--- config.mk ---
export PLATFORM = sky130hd
export DESIGN_NAME = chip_ctrl_apb_regs
export DESIGN_NICKNAME = d
export VERILOG_FILES = /design/src/rtl/chip_ctrl_apb_regs.sv
export SDC_FILE = /design/constraint.sdc
export NUM_CORES = 1
export LEC_CHECK = 0
export ABC_AREA = 0
export ABC_CLOCK_PERIOD_IN_PS = 5800
export BUFFER_PORTS_ARGS = -buffer_cell sky130_fd_sc_hd__buf_2
export CAP_MARGIN = 20
export CELL_PAD_IN_SITES_DETAIL_PLACEMENT = 0
export CELL_PAD_IN_SITES_GLOBAL_PLACEMENT = 1
export CORE_UTILIZATION = 30
export DETAILED_ROUTE_END_ITERATION = 8
export MAX_ROUTING_LAYER = met4
export PLACE_DENSITY = 0.59
export SYNTH_ARGS = -nofsm -noshare
export SYNTH_HDL_FRONTEND = slang
export SYNTH_SLANG_ARGS = --single-unit
--- constraint.sdc ---
create_clock -name soc_clk_i -period 5.8 [get_ports soc_clk_i]
set_input_delay 0.58 -clock soc_clk_i [delete_from_list [all_inputs] [get_ports soc_clk_i]]
set_output_delay 0.58 -clock soc_clk_i [all_outputs]
set_load 0.01 [all_outputs]
--- src/rtl/chip_ctrl_apb_regs.sv ---
// rtl/chip_ctrl_apb_regs.sv - chip-control APB3 register slave with glitch-free clock-enable divider
module chip_ctrl_apb_regs #(
  parameter logic [31:0] CHIP_ID      = 32'h5050_0001,
  parameter logic [31:0] PADMUX_RESET = 32'h0,
  parameter logic [7:0]  DIV_RESET    = 8'd3
) (
  input  logic        soc_clk_i,
  input  logic        soc_rst_i,
  input  logic        psel_i,
  input  logic        penable_i,
  input  logic        pwrite_i,
  input  logic [11:0] paddr_i,
  input  logic [31:0] pwdata_i,
  input  logic [2:0]  pprot_i,
  output logic [31:0] prdata_o,
  output logic        pready_o,
  output logic        pslverr_o,
  output logic [31:0] padmux_o,
  output logic        clk_en_o,
  output logic        div_busy_o
);

  typedef enum logic [1:0] {IDLE, RD_WAIT, WR_STALL} state_t;

  state_t      state_q, state_d;
  logic [31:0] padmux_q, padmux_d;
  logic [31:0] scratch_q, scratch_d;
  logic [31:0] prdata_q, prdata_d;
  logic        rd_err_q, rd_err_d;
  logic [7:0]  cnt_q, cnt_d;
  logic [7:0]  div_active_q, div_active_d;
  logic [7:0]  div_pending_q, div_pending_d;
  logic        div_busy_q, div_busy_d;

  logic        access;
  logic        addr_ok;
  logic        sel_div;
  logic        wr_err;
  logic        wr_do;
  logic        boundary;
  logic [31:0] rdata_mux;
  logic        unused_inputs;

  // Protection bits and byte-lane address bits carry no meaning here.
  assign unused_inputs = ^{pprot_i, paddr_i[1:0]};

  assign access   = psel_i & penable_i;
  assign addr_ok  = (paddr_i[11:4] == 8'h00);
  assign sel_div  = addr_ok && (paddr_i[3:2] == 2'd2);
  // Unmapped addresses and the read-only INFO word reject writes.
  assign wr_err   = !addr_ok || (paddr_i[3:2] == 2'd0);
  assign boundary = (cnt_q == div_active_q);

  assign prdata_o   = prdata_q;
  assign padmux_o   = padmux_q;
  assign clk_en_o   = boundary;
  assign div_busy_o = div_busy_q;

  // Read data selection; unmapped addresses read as zero.
  always_comb begin
    rdata_mux = 32'h0;
    if (addr_ok) begin
      case (paddr_i[3:2])
        2'd0:    rdata_mux = CHIP_ID;
        2'd1:    rdata_mux = padmux_q;
        2'd2:    rdata_mux = {23'b0, div_busy_q, div_active_q};
        default: rdata_mux = scratch_q;
      endcase
    end
  end

  // APB handshake: reads take one wait state, a CLKDIV write stalls while an update is pending.
  always_comb begin
    state_d   = state_q;
    pready_o  = 1'b0;
    pslverr_o = 1'b0;
    wr_do     = 1'b0;
    prdata_d  = prdata_q;
    rd_err_d  = rd_err_q;
    case (state_q)
      IDLE: begin
        if (access) begin
          if (!pwrite_i) begin
            prdata_d = rdata_mux;
            rd_err_d = !addr_ok;
            state_d  = RD_WAIT;
          end else if (sel_div && div_busy_q) begin
            state_d = WR_STALL;
          end else begin
            pready_o  = 1'b1;
            pslverr_o = wr_err;
            wr_do     = !wr_err;
          end
        end
      end
      RD_WAIT: begin
        pready_o  = 1'b1;
        pslverr_o = rd_err_q;
        state_d   = IDLE;
      end
      WR_STALL: begin
        if (!div_busy_q) begin
          pready_o = 1'b1;
          wr_do    = 1'b1;
          state_d  = IDLE;
        end
      end
      default: state_d = IDLE;
    endcase
  end

  // Register writes and the divider; a pending ratio is only adopted on a period boundary.
  always_comb begin
    padmux_d      = padmux_q;
    scratch_d     = scratch_q;
    div_active_d  = div_active_q;
    div_pending_d = div_pending_q;
    div_busy_d    = div_busy_q;
    cnt_d         = boundary ? 8'd0 : cnt_q + 8'd1;
    if (boundary && div_busy_q) begin
      div_active_d = div_pending_q;
      div_busy_d   = 1'b0;
    end
    // A CLKDIV write is only performed while not busy, so it never races an apply.
    if (wr_do) begin
      case (paddr_i[3:2])
        2'd1: padmux_d = pwdata_i;
        2'd2: begin
          div_pending_d = pwdata_i[7:0];
          div_busy_d    = 1'b1;
        end
        2'd3: scratch_d = pwdata_i;
        default: ;
      endcase
    end
  end

  // State registers with asynchronous reset.
  always_ff @(posedge soc_clk_i or posedge soc_rst_i) begin
    if (soc_rst_i) begin
      state_q       <= IDLE;
      padmux_q      <= PADMUX_RESET;
      scratch_q     <= 32'h0;
      prdata_q      <= 32'h0;
      rd_err_q      <= 1'b0;
      cnt_q         <= 8'd0;
      div_active_q  <= DIV_RESET;
      div_pending_q <= DIV_RESET;
      div_busy_q    <= 1'b0;
    end else begin
      state_q       <= state_d;
      padmux_q      <= padmux_d;
      scratch_q     <= scratch_d;
      prdata_q      <= prdata_d;
      rd_err_q      <= rd_err_d;
      cnt_q         <= cnt_d;
      div_active_q  <= div_active_d;
      div_pending_q <= div_pending_d;
      div_busy_q    <= div_busy_d;
    end
  end

endmodule

Word level (Yosys, flattened, before mapping) --
Cells that the tools add are included. Widths: inputs -> output; s select.
Word-level totals: register bits 124, input port bits 52
Operators by class: add/subtract/negate cells 1, equal/unequal tests 9, multiplexer cells 24, bitwise gates (word level) 2, reduce and logical (&&, ||, !) cells 14
Operators by type and width (count):
- $pmux 32 s3 | 1
- $mux 32 | 1
- $mux 1 | 13
- $add 8x1->8 const B | 1
- $eq 8x8->1 | 1
- $logic_not 8->1 | 1
- $mux 2 | 4
- $mux 8 | 1
- $eq 2x2->1 const B | 3
- $reduce_and 2->1 | 3
- $reduce_and 3->1 | 2
- $eq 2x1->1 const B | 2
- $logic_not 2->1 | 2
- $ne 2x2->1 const B | 2
- $pmux 1 s2 | 2
- $pmux 2 s2 | 1
- $logic_and 1x1->1 | 3
- $ne 3x3->1 const B | 1
- $pmux 1 s3 | 1
- $logic_not 1->1 | 2
- $and 1x1->1 | 1
- $logic_or 1x1->1 | 1
- $not 1->1 | 1

Logic depth before layout (Yosys ltp) --
Gate-level depths: netlist (run 1).
word-level depth 9, mapped depth 7

Least setup slack after synthesis (run 1) --
OpenSTA, ideal clock, no wires.
path type input-to-output, start point input port paddr_i[3], end point output port pslverr_o, data arrival time 1.652 ns, slack 3.568 ns, stages on the path 6, buffers on the path 3, cell sequence buf_2 buf_2 buf_1 nor2_1 nor2_1 o21ai_0
Between the ends: word-level cells in the longest chain between the ends 7
RTL lines:
- from (decl) | line 12 | input logic [11:0] paddr_i,
- $eq 2x2->1 | line 49 | assign sel_div = addr_ok && (paddr_i[3:2] == 2'd2);
- $logic_and 1x1->1 | line 49
- $logic_and 1x1->1 | line 87 | end else if (sel_div && div_busy_q) begin
- $mux 1 (*) | line 87
- $mux 1 (*) | line 83 | if (!pwrite_i) begin
- $mux 1 (*) | line 82 | if (access) begin
- $pmux 1 s2 (*) | line 80 | case (state_q)
- to (decl) | line 17 | output logic pslverr_o,
Mark *: on every way between the ends. The rest lies on a longest branch, timed or not.

Worst setup path after layout (run 1) --
start point input port paddr_i[3], end point output port pready_o
Between the ends: word-level cells in the longest chain between the ends 7
RTL lines:
- $eq 2x2->1 | line 49
- $logic_and 1x1->1 | line 49
- $logic_and 1x1->1 | line 87
- $mux 1 | line 87
- $mux 1 | line 83
- $mux 1 | line 82
- $pmux 1 s3 | line 80
- to (decl) | line 16 | output logic pready_o,
No other way between the ends.

==> summary.md, run 1 <==
| Metric | Value |
|---|---|
| Run status | `completed` |
| Buffers on Ports | `114` |
| Die height | `~140 um` |
| GRT Overall Usage | `0.154` |
| Worst min path class | `primary input to async pin` |
| Pre-CTS setup slack | `~2300 ps` |
| Clk sink count | `roughly 120` |
| # Post-CTS Setup Buffers | `0` |
| Initial Util | `0.309` |
| Number of global-route vias before repair | `around 3600` |
| Cell area after synthesis | `5360 sq um` |
| HPWL after DPL | `8290 um` |
| Total length of routed wires | `between 10000 and 15000 um` |
| Area leader, netlist | `dfrtp_1` |
| Synth cell count leaders | `dfrtp_1 (120), nand2_1 (46), o21ai_0 (36)` |
| Avg Inst Size Synth | `13.2 sq um` |
| Hold Fails Final Rpt | `0` |
| Critical path endpoint category | `primary output` |
| Syn nets | `approximately 460` |
| First-pass GRT wire length | `between 20000 and 25000 um` |
| Area growth syn-to-layout | `26.7%` |
| Fraction of layout cells with a size suffix above 1 | `0.409` |
| Fmax | `just over 0.3 GHz` |
| First-pass iteration count of the detailed router | `4` |
| Clk pin slew, worst setup/hold paths | `50 ps` |
| Initial antenna violation count | `0` |
| IO Count | `120` |
| Least-Margin Pin Slew | `986 ps` |
| Grt ovf | `0` |
| Arr. time, crit path | `between 2000 and 3000 ps` |
| Fin. max-slew vios | `0` |
| Main synth FF type | `dfrtp_1` |
| Power Total | `around 0.0024 W` |
| Power per cell area | `around 360 nW/um^2` |
| CP required | `approximately 5200 ps` |
| Antenna Nets Post-Route | `0` |
| Drc violations | `0` |
| Async S/R FF share, synth | `1.00` |
| # resized after CTS | `0` |
| Yosys warnings | `0` |
| Drt wl/cell | `around 17 um` |
| FP Rows | `48` |
| EDFF count, synth | `0` |
| Worst skew pair latency | `between 400 and 500 ps` |
| Die area | `about 18000 sq um` |
| H-tree depth | `4` |
| Top post-synthesis cells by area | `dfrtp_1 (56%), mux2_4 (8.4%), mux2_1 (6.3%)` |
| CTS buffer count | `17` |
| CP max FO | `38` |
| Nets@finish | `roughly 580` |
| Sequential share of the synthesized area | `0.580` |
| Area share of the largest cell type after synthesis | `0.560` |
| Headroom to the max-slew limit | `0.341` |
| Worst ir drop on vdd | `roughly 0.00019 V` |
| Vias post-DR | `3561` |
| Fill count | `roughly 1700` |
| CTS tree | `done` |
| Count leader, synth | `dfrtp_1` |
| Setup TNS | `0 ps` |
| Final setup fails | `0` |
| CTS Root Buffer Type | `clkbuf_16` |
| Period minus WS final | `3280 ps` |
| Hold Buf Count CTS | `0` |
| Critical Path Source Type | `primary input` |
| Crit path kind | `primary input to primary output` |
| Final Cycle Share | `0.566` |
| Drt initial violations | `125` |
| Vias per cell | `4.68` |
| Ant diodes | `0` |
| # Max-Cap Violations | `0` |
| Post-route setup slack | `approximately 2500 ps` |
| Pleak | `3.47 nW` |
| Number of distinct library cells after synthesis | `33` |
| Bufs on Longest Clock Path | `2` |
| Clock Skews | `approximately 8.3 ps` |
| #FFs+latches synth | `between 100 and 150` |
| DIE WIDTH | `approximately 140 um` |
| Placer Congestion | `a little over 0.7` |
| Core Region | `between 15000 and 20000 sq um` |
| Largest net degree at the start of global routing | `64` |
| Unrepaired setup endpoints after global routing | `false` |
| Synthesized instance count | `roughly 410` |
## routing by layer
metal  vias to the layer above  track usage  share of wire
met3                        12       0.0430          0.036
li1                       1661            -              -
met1                      1810        0.199           0.46
met5                         -            -              0
met2                        78        0.227           0.49
met4                         0       0.0587          0.013
## stage by stage
step	instance area [sq um]	hold WS, ps	cells	utilization
after global placement	6140	460	727	0.354
after floorplan	5360	459	405	-
after CTS	6750	333	759	0.389
final	6790	294	761	0.391
after detailed placement	6140	466	727	0.354
after global routing	6790	361	761	0.391
## sequential cells by signal (all words and copies together), names as in the netlist
register and flops:
div_active_q 8, state_q 2, div_pending_q 8, prdata_o 32, cnt_q 8, rd_err_q 1
scratch_q 32, padmux_o 32, div_busy_o 1
## area by class of cell
| class | count | area [sq um] | area share |
|---|---|---|---|
| Inverter | 3 | 13.8 | 0.00203 |
| Clock inverter | 13 | 173 | 0.0254 |
| Timing Repair Buffer | 120 | 639 | 0.0941 |
| Sequential cell | 124 | 3110 | 0.458 |
| Multi-Input combinational cell | 257 | 2130 | 0.314 |
| Clock buffer | 19 | 443 | 0.0652 |
| Tap cell | 225 | 282 | 0.0414 |
## worst paths after layout
| check | endpoint | cells past startpoint | startpoint | slack (ps) |
|---|---|---|---|---|
| setup / recovery | pready_o | 6 | paddr_i[3] | 2520 |
| hold / removal | prdata_o[8]$_DFFE_PP0P_ | 2 | soc_rst_i | 290 |
| setup reg to reg | prdata_o[26]$_DFFE_PP0P_ | 6 | state_q[0]$_DFFE_PP0P_ | 3380 |
| hold reg to reg | prdata_o[6]$_DFFE_PP0P_ | 2 | prdata_o[6]$_DFFE_PP0P_ | 480 |
| max in group asynchronous | scratch_q[8]$_DFFE_PP0P_ | 3 | soc_rst_i | 4150 |
| min in group soc_clk_i | scratch_q[15]$_DFFE_PP0P_ | 2 | pwdata_i[15] | 390 |
## cell usage in the layout (no fill, tap or decap), drive strengths merged
cell and n:
or3 2, nand2 46, o21a 1, mux2i 20, clkinv 6, dfstp 4, inv 3, o32ai 1
nand3 6, xor2 4, o21ai 39, nor2 11, ha 1, mux2 88, clkbuf 19, dfrtp 120
and3 2, a21oi 3, clkinvlp 3, bufinv 4, xnor2 10, a31oi 1, nand4 4, nand2b 4
a22oi 8, nor4 2, or4 1, buf 120, nor2b 3
## kinds of logic (layout without fill, tap and decap cells)
| kind of cell | Yosys count | after routing | synth area share |
|---|---|---|---|
| compound gates | 53 | 53 | 0.0560 |
| simple gates | 81 | 81 | 0.0733 |
| buf+inv | 24 | 155 | 0.0229 |
| xor+xnor | 14 | 14 | 0.0229 |
| fa+ha+maj | 1 | 1 | 0.00233 |
| flops | 124 | 124 | 0.580 |
| mux | 108 | 108 | 0.243 |
## critical path, cell delays in order
cell,delay [ps]
buf_2,80
buf_4,520
nor2b_1,860
a31oi_1,160
or3_1,330
buf_2,150
## power by group
part / total, W / switching [W] / internal (W)
combinational: 0.000283 / 0.000132 / 0.000151
clock: 0.00110 / 0.000377 / 0.000724
sequential: 0.00103 / 0.0000771 / 0.000955
total: 0.00242 / 0.000585 / 0.00183
No activity file was read; power rests on OpenSTA's default activity.
==> inputs of run 2 (changes only) <==
--- a/config.mk
+++ b/config.mk
@@ -5,8 +5,8 @@
 export SDC_FILE = /design/constraint.sdc
 export NUM_CORES = 1
 export LEC_CHECK = 0
-export ABC_AREA = 0
-export ABC_CLOCK_PERIOD_IN_PS = 5800
+export ABC_AREA = 1
+export ABC_CLOCK_PERIOD_IN_PS = 3300
 export BUFFER_PORTS_ARGS = -buffer_cell sky130_fd_sc_hd__buf_2
 export CAP_MARGIN = 20
 export CELL_PAD_IN_SITES_DETAIL_PLACEMENT = 0
@@ -14,7 +14,7 @@
 export CORE_UTILIZATION = 30
 export DETAILED_ROUTE_END_ITERATION = 8
 export MAX_ROUTING_LAYER = met4
-export PLACE_DENSITY = 0.59
+export PLACE_DENSITY = 0.62
 export SYNTH_ARGS = -nofsm -noshare
 export SYNTH_HDL_FRONTEND = slang
 export SYNTH_SLANG_ARGS = --single-unit
==> constraint.sdc (replaced) <==
create_clock -name soc_clk_i -period 3.3 [get_ports soc_clk_i]
set_input_delay 0.33 -clock soc_clk_i [delete_from_list [all_inputs] [get_ports soc_clk_i]]
set_output_delay 0.33 -clock soc_clk_i [all_outputs]
set_load 0.01 [all_outputs]
==> summary.md, run 2 <==
| Metric | Value |
|---|---|
| Run status | `completed` |
| Fmax | `approximately 0.41 GHz` |
| Antenna Nets Post-Route | `0 (unchanged)` |
| Largest net degree at the start of global routing | `61 (-4.7%)` |
| Die height | `140 um (+3.5%)` |
| CTS tree | `done` |
| Final Cycle Share | `0.731` |
| Initial antenna violation count | `0 (unchanged)` |
| Worst path max stage delay | `760 ps (-100 ps)` |
| Main synth FF type | `dfrtp_1` |
| CP max FO | `32 (-16%)` |
| EDFF count, synth | `0 (unchanged)` |
| #FFs+latches synth | `124 (unchanged)` |
| Worst min path class | `primary input to flip-flop` |
| GRT Overall Usage | `0.182 (+0.0283)` |
| Arr. time, crit path | `2700 ps (about the same)` |
| Core Region | `18800 sq um (+8.1%)` |
| Vias per cell | `4.90 (+4.6%)` |
| Placer Congestion | `0.781 (+7.9%)` |
| Area occupied by multi-input gates | `2210 sq um (+3.3%)` |
| Cell area after synthesis | `5750 sq um (+7.1%)` |
| Hold Buf Count CTS | `0 (unchanged)` |
| Syn nets | `707 (+54%)` |
| Number of distinct library cells after synthesis | `35 (+6.1%)` |
| Worst ir drop on vdd | `0.000362 V (+89%)` |
| Fill count | `1989 (+20%)` |
| Least-Margin Pin Slew | `887 ps (-99.7 ps)` |
| Worst skew pair latency | `410 ps (about the same)` |
| Most common cell after layout, fill and taps aside | `nand2_1` |
| IO Count | `120 (unchanged)` |
| Final hold slack | `168 ps (-126 ps)` |
| Nets@finish | `811 (+41%)` |
| CTS Root Buffer Type | `clkbuf_16` |
| Yosys warnings | `0 (unchanged)` |
| Critical Path Source Type | `flip-flop` |
| Count leader, synth | `nand2_1` |
| Die area | `19700 sq um (+7.0%)` |
| FP Rows | `50 (+4.2%)` |
| Async S/R FF share, synth | `1.00 (unchanged)` |
| Unrepaired setup endpoints after global routing | `false` |
| Setup TNS | `0 ps (unchanged)` |
| Avg Inst Size Synth | `8.79 sq um (-34%)` |
| Top post-synthesis cells by area | `dfrtp_1 (52%), nand2_1 (17%), nand4_1 (8.3%)` |
| CP max-delay cell | `nand3_2` |
| Hold Fails Final Rpt | `0 (unchanged)` |
| Critical-path cell list | `inv_1, nand3_1, nand2_4, nand3_2, nand2_1, nand2_1` |
| # resized after CTS | `0 (unchanged)` |
| Area share of the largest cell type after synthesis | `0.523 (-0.0373)` |
| Synth cell count leaders | `nand2_1 (256), dfrtp_1 (120), nand4_1 (76)` |
| # Max-Cap Violations | `0 (unchanged)` |
| First-pass GRT wire length | `26700 um (+33%)` |
| Commonest cells after routing, fill and taps aside | `nand2_1 (256), dfrtp_1 (120), buf_2 (114)` |
| Area leader, netlist | `dfrtp_1` |
| Buffers on Ports | `114 (unchanged)` |
| # Post-CTS Setup Buffers | `0 (unchanged)` |
| CTS buffer count | `17 (unchanged)` |
| Sequential share of the synthesized area | `0.541 (-0.0386)` |
| Crit path kind | `flip-flop to flip-flop` |
| Vias post-DR | `4920 (+38%)` |
| Pleak | `3.73 nW (+7.3%)` |
| Ant diodes | `0 (unchanged)` |
| Most used cell, CP | `nand2_1` |
| Power per cell area | `628 nW/um^2 (+77%)` |
| Fin. max-slew vios | `0 (unchanged)` |
| Clk sink count | `124 (unchanged)` |
| Period minus WS final | `2410 ps` |
| Grt ovf | `0 (unchanged)` |
| First-pass iteration count of the detailed router | `5 (+1)` |
| Clk pin slew, worst setup/hold paths | `50 ps (about the same)` |
| FF+latch area | `3110 sq um (unchanged)` |
| Clock Skews | `6.75 ps (-1.51 ps)` |
| HPWL after DPL | `10800 um (+30%)` |
| Fraction of layout cells with a size suffix above 1 | `0.230 (-0.179)` |
| DIE WIDTH | `140 um (+3.5%)` |
| Initial Util | `0.306 (-0.00283)` |
| CP required | `3590 ps (-1630 ps)` |
| Headroom to the max-slew limit | `0.408 (+0.0671)` |
| Drt wl/cell | `16.5 um (-2.2%)` |
| Critical path endpoint category | `flip-flop` |
| Drt initial violations | `382 (+210%)` |
| Synthesized instance count | `654 (+61%)` |
| Drc violations | `0 (unchanged)` |
| Total length of routed wires | `16600 um (+29%)` |
| Bufs on Longest Clock Path | `2 (unchanged)` |
| Final setup fails | `0 (unchanged)` |
| Number of global-route vias before repair | `4845 (+35%)` |
| H-tree depth | `4 (unchanged)` |
| Area growth syn-to-layout | `21.7%` |
## run 2: final cells by class
cell class / instances / share of cell area
well taps: 234 / 0.0419
repair buffers: 128 / 0.101
clock inverters: 6 / 0.00465
inverters: 30 / 0.0170
flip-flops and latches: 124 / 0.445
clock buffers: 26 / 0.0757
multi-input cells: 457 / 0.316
## run 2: cells by family after synthesis
family / after synthesis / synth area share
and+or+nand+nor: 392 / 0.306
DFF: 124 / 0.541
buffers and inverters: 73 / 0.0751
AOI/OAI and AO/OA: 60 / 0.0699
xor gates and xnor gates: 4 / 0.00610
adders and majority gates: 1 / 0.00218
## run 2: critical path: cells and delay by family (launching register included)
| kind | cells | cell delay, ps |
|---|---|---|
| DFF | 1 | 440 |
| and+or+nand+nor | 5 | 1650 |
| buffers and inverters | 1 | 200 |
## run 2: path summary, 6_finish.rpt
kind	startpoint	endpoint	slack, ps	cells after the start
max	div_busy_o$_DFF_PP0_	padmux_o[13]$_DFFE_PP0P_	890	6
max reg2reg	div_busy_o$_DFF_PP0_	padmux_o[13]$_DFFE_PP0P_	890	6
min reg2reg	div_pending_q[1]$_DFFE_PP1P_	div_pending_q[1]$_DFFE_PP1P_	460	2
min in group asynchronous	soc_rst_i	prdata_o[5]$_DFFE_PP0P_	480	3
max in group asynchronous	soc_rst_i	padmux_o[18]$_DFFE_PP0P_	2060	5
min	pwrite_i	state_q[1]$_DFFE_PP0P_	170	2
## run 2: per-stage QoR
| stage | util | power [W] | setup slack [ps] | std cells | cell area (sq um) |
|---|---|---|---|---|---|
| floorplan | - | 0.00241 | 1450 | 654 | 5750 |
| global placement | 0.341 | 0.00265 | 832 | 971 | 6400 |
| detailed placement | 0.341 | 0.00267 | 768 | 971 | 6400 |
| CTS | 0.371 | 0.00444 | 856 | 1003 | 6960 |
| global route | 0.372 | 0.00464 | 648 | 1005 | 6990 |
| finish | 0.372 | 0.00439 | 889 | 1005 | 6990 |
## run 2: power breakdown
part | internal [W] | switching, W | total (W)
logic | 0.000269 | 0.000457 | 0.000725
clock network | 0.00109 | 0.000654 | 0.00175
registers | 0.00174 | 0.000175 | 0.00192
## run 2: routing by layer
metal  vias up  share of wire  global-route usage  wire (um)
li1       2405              -                   -          -
met1      2365           0.49               0.250       8130
met2       137           0.46               0.274       7660
met3        13          0.043              0.0335        709
met4         0         0.0067              0.0503        112
met5         -              0                   -          0
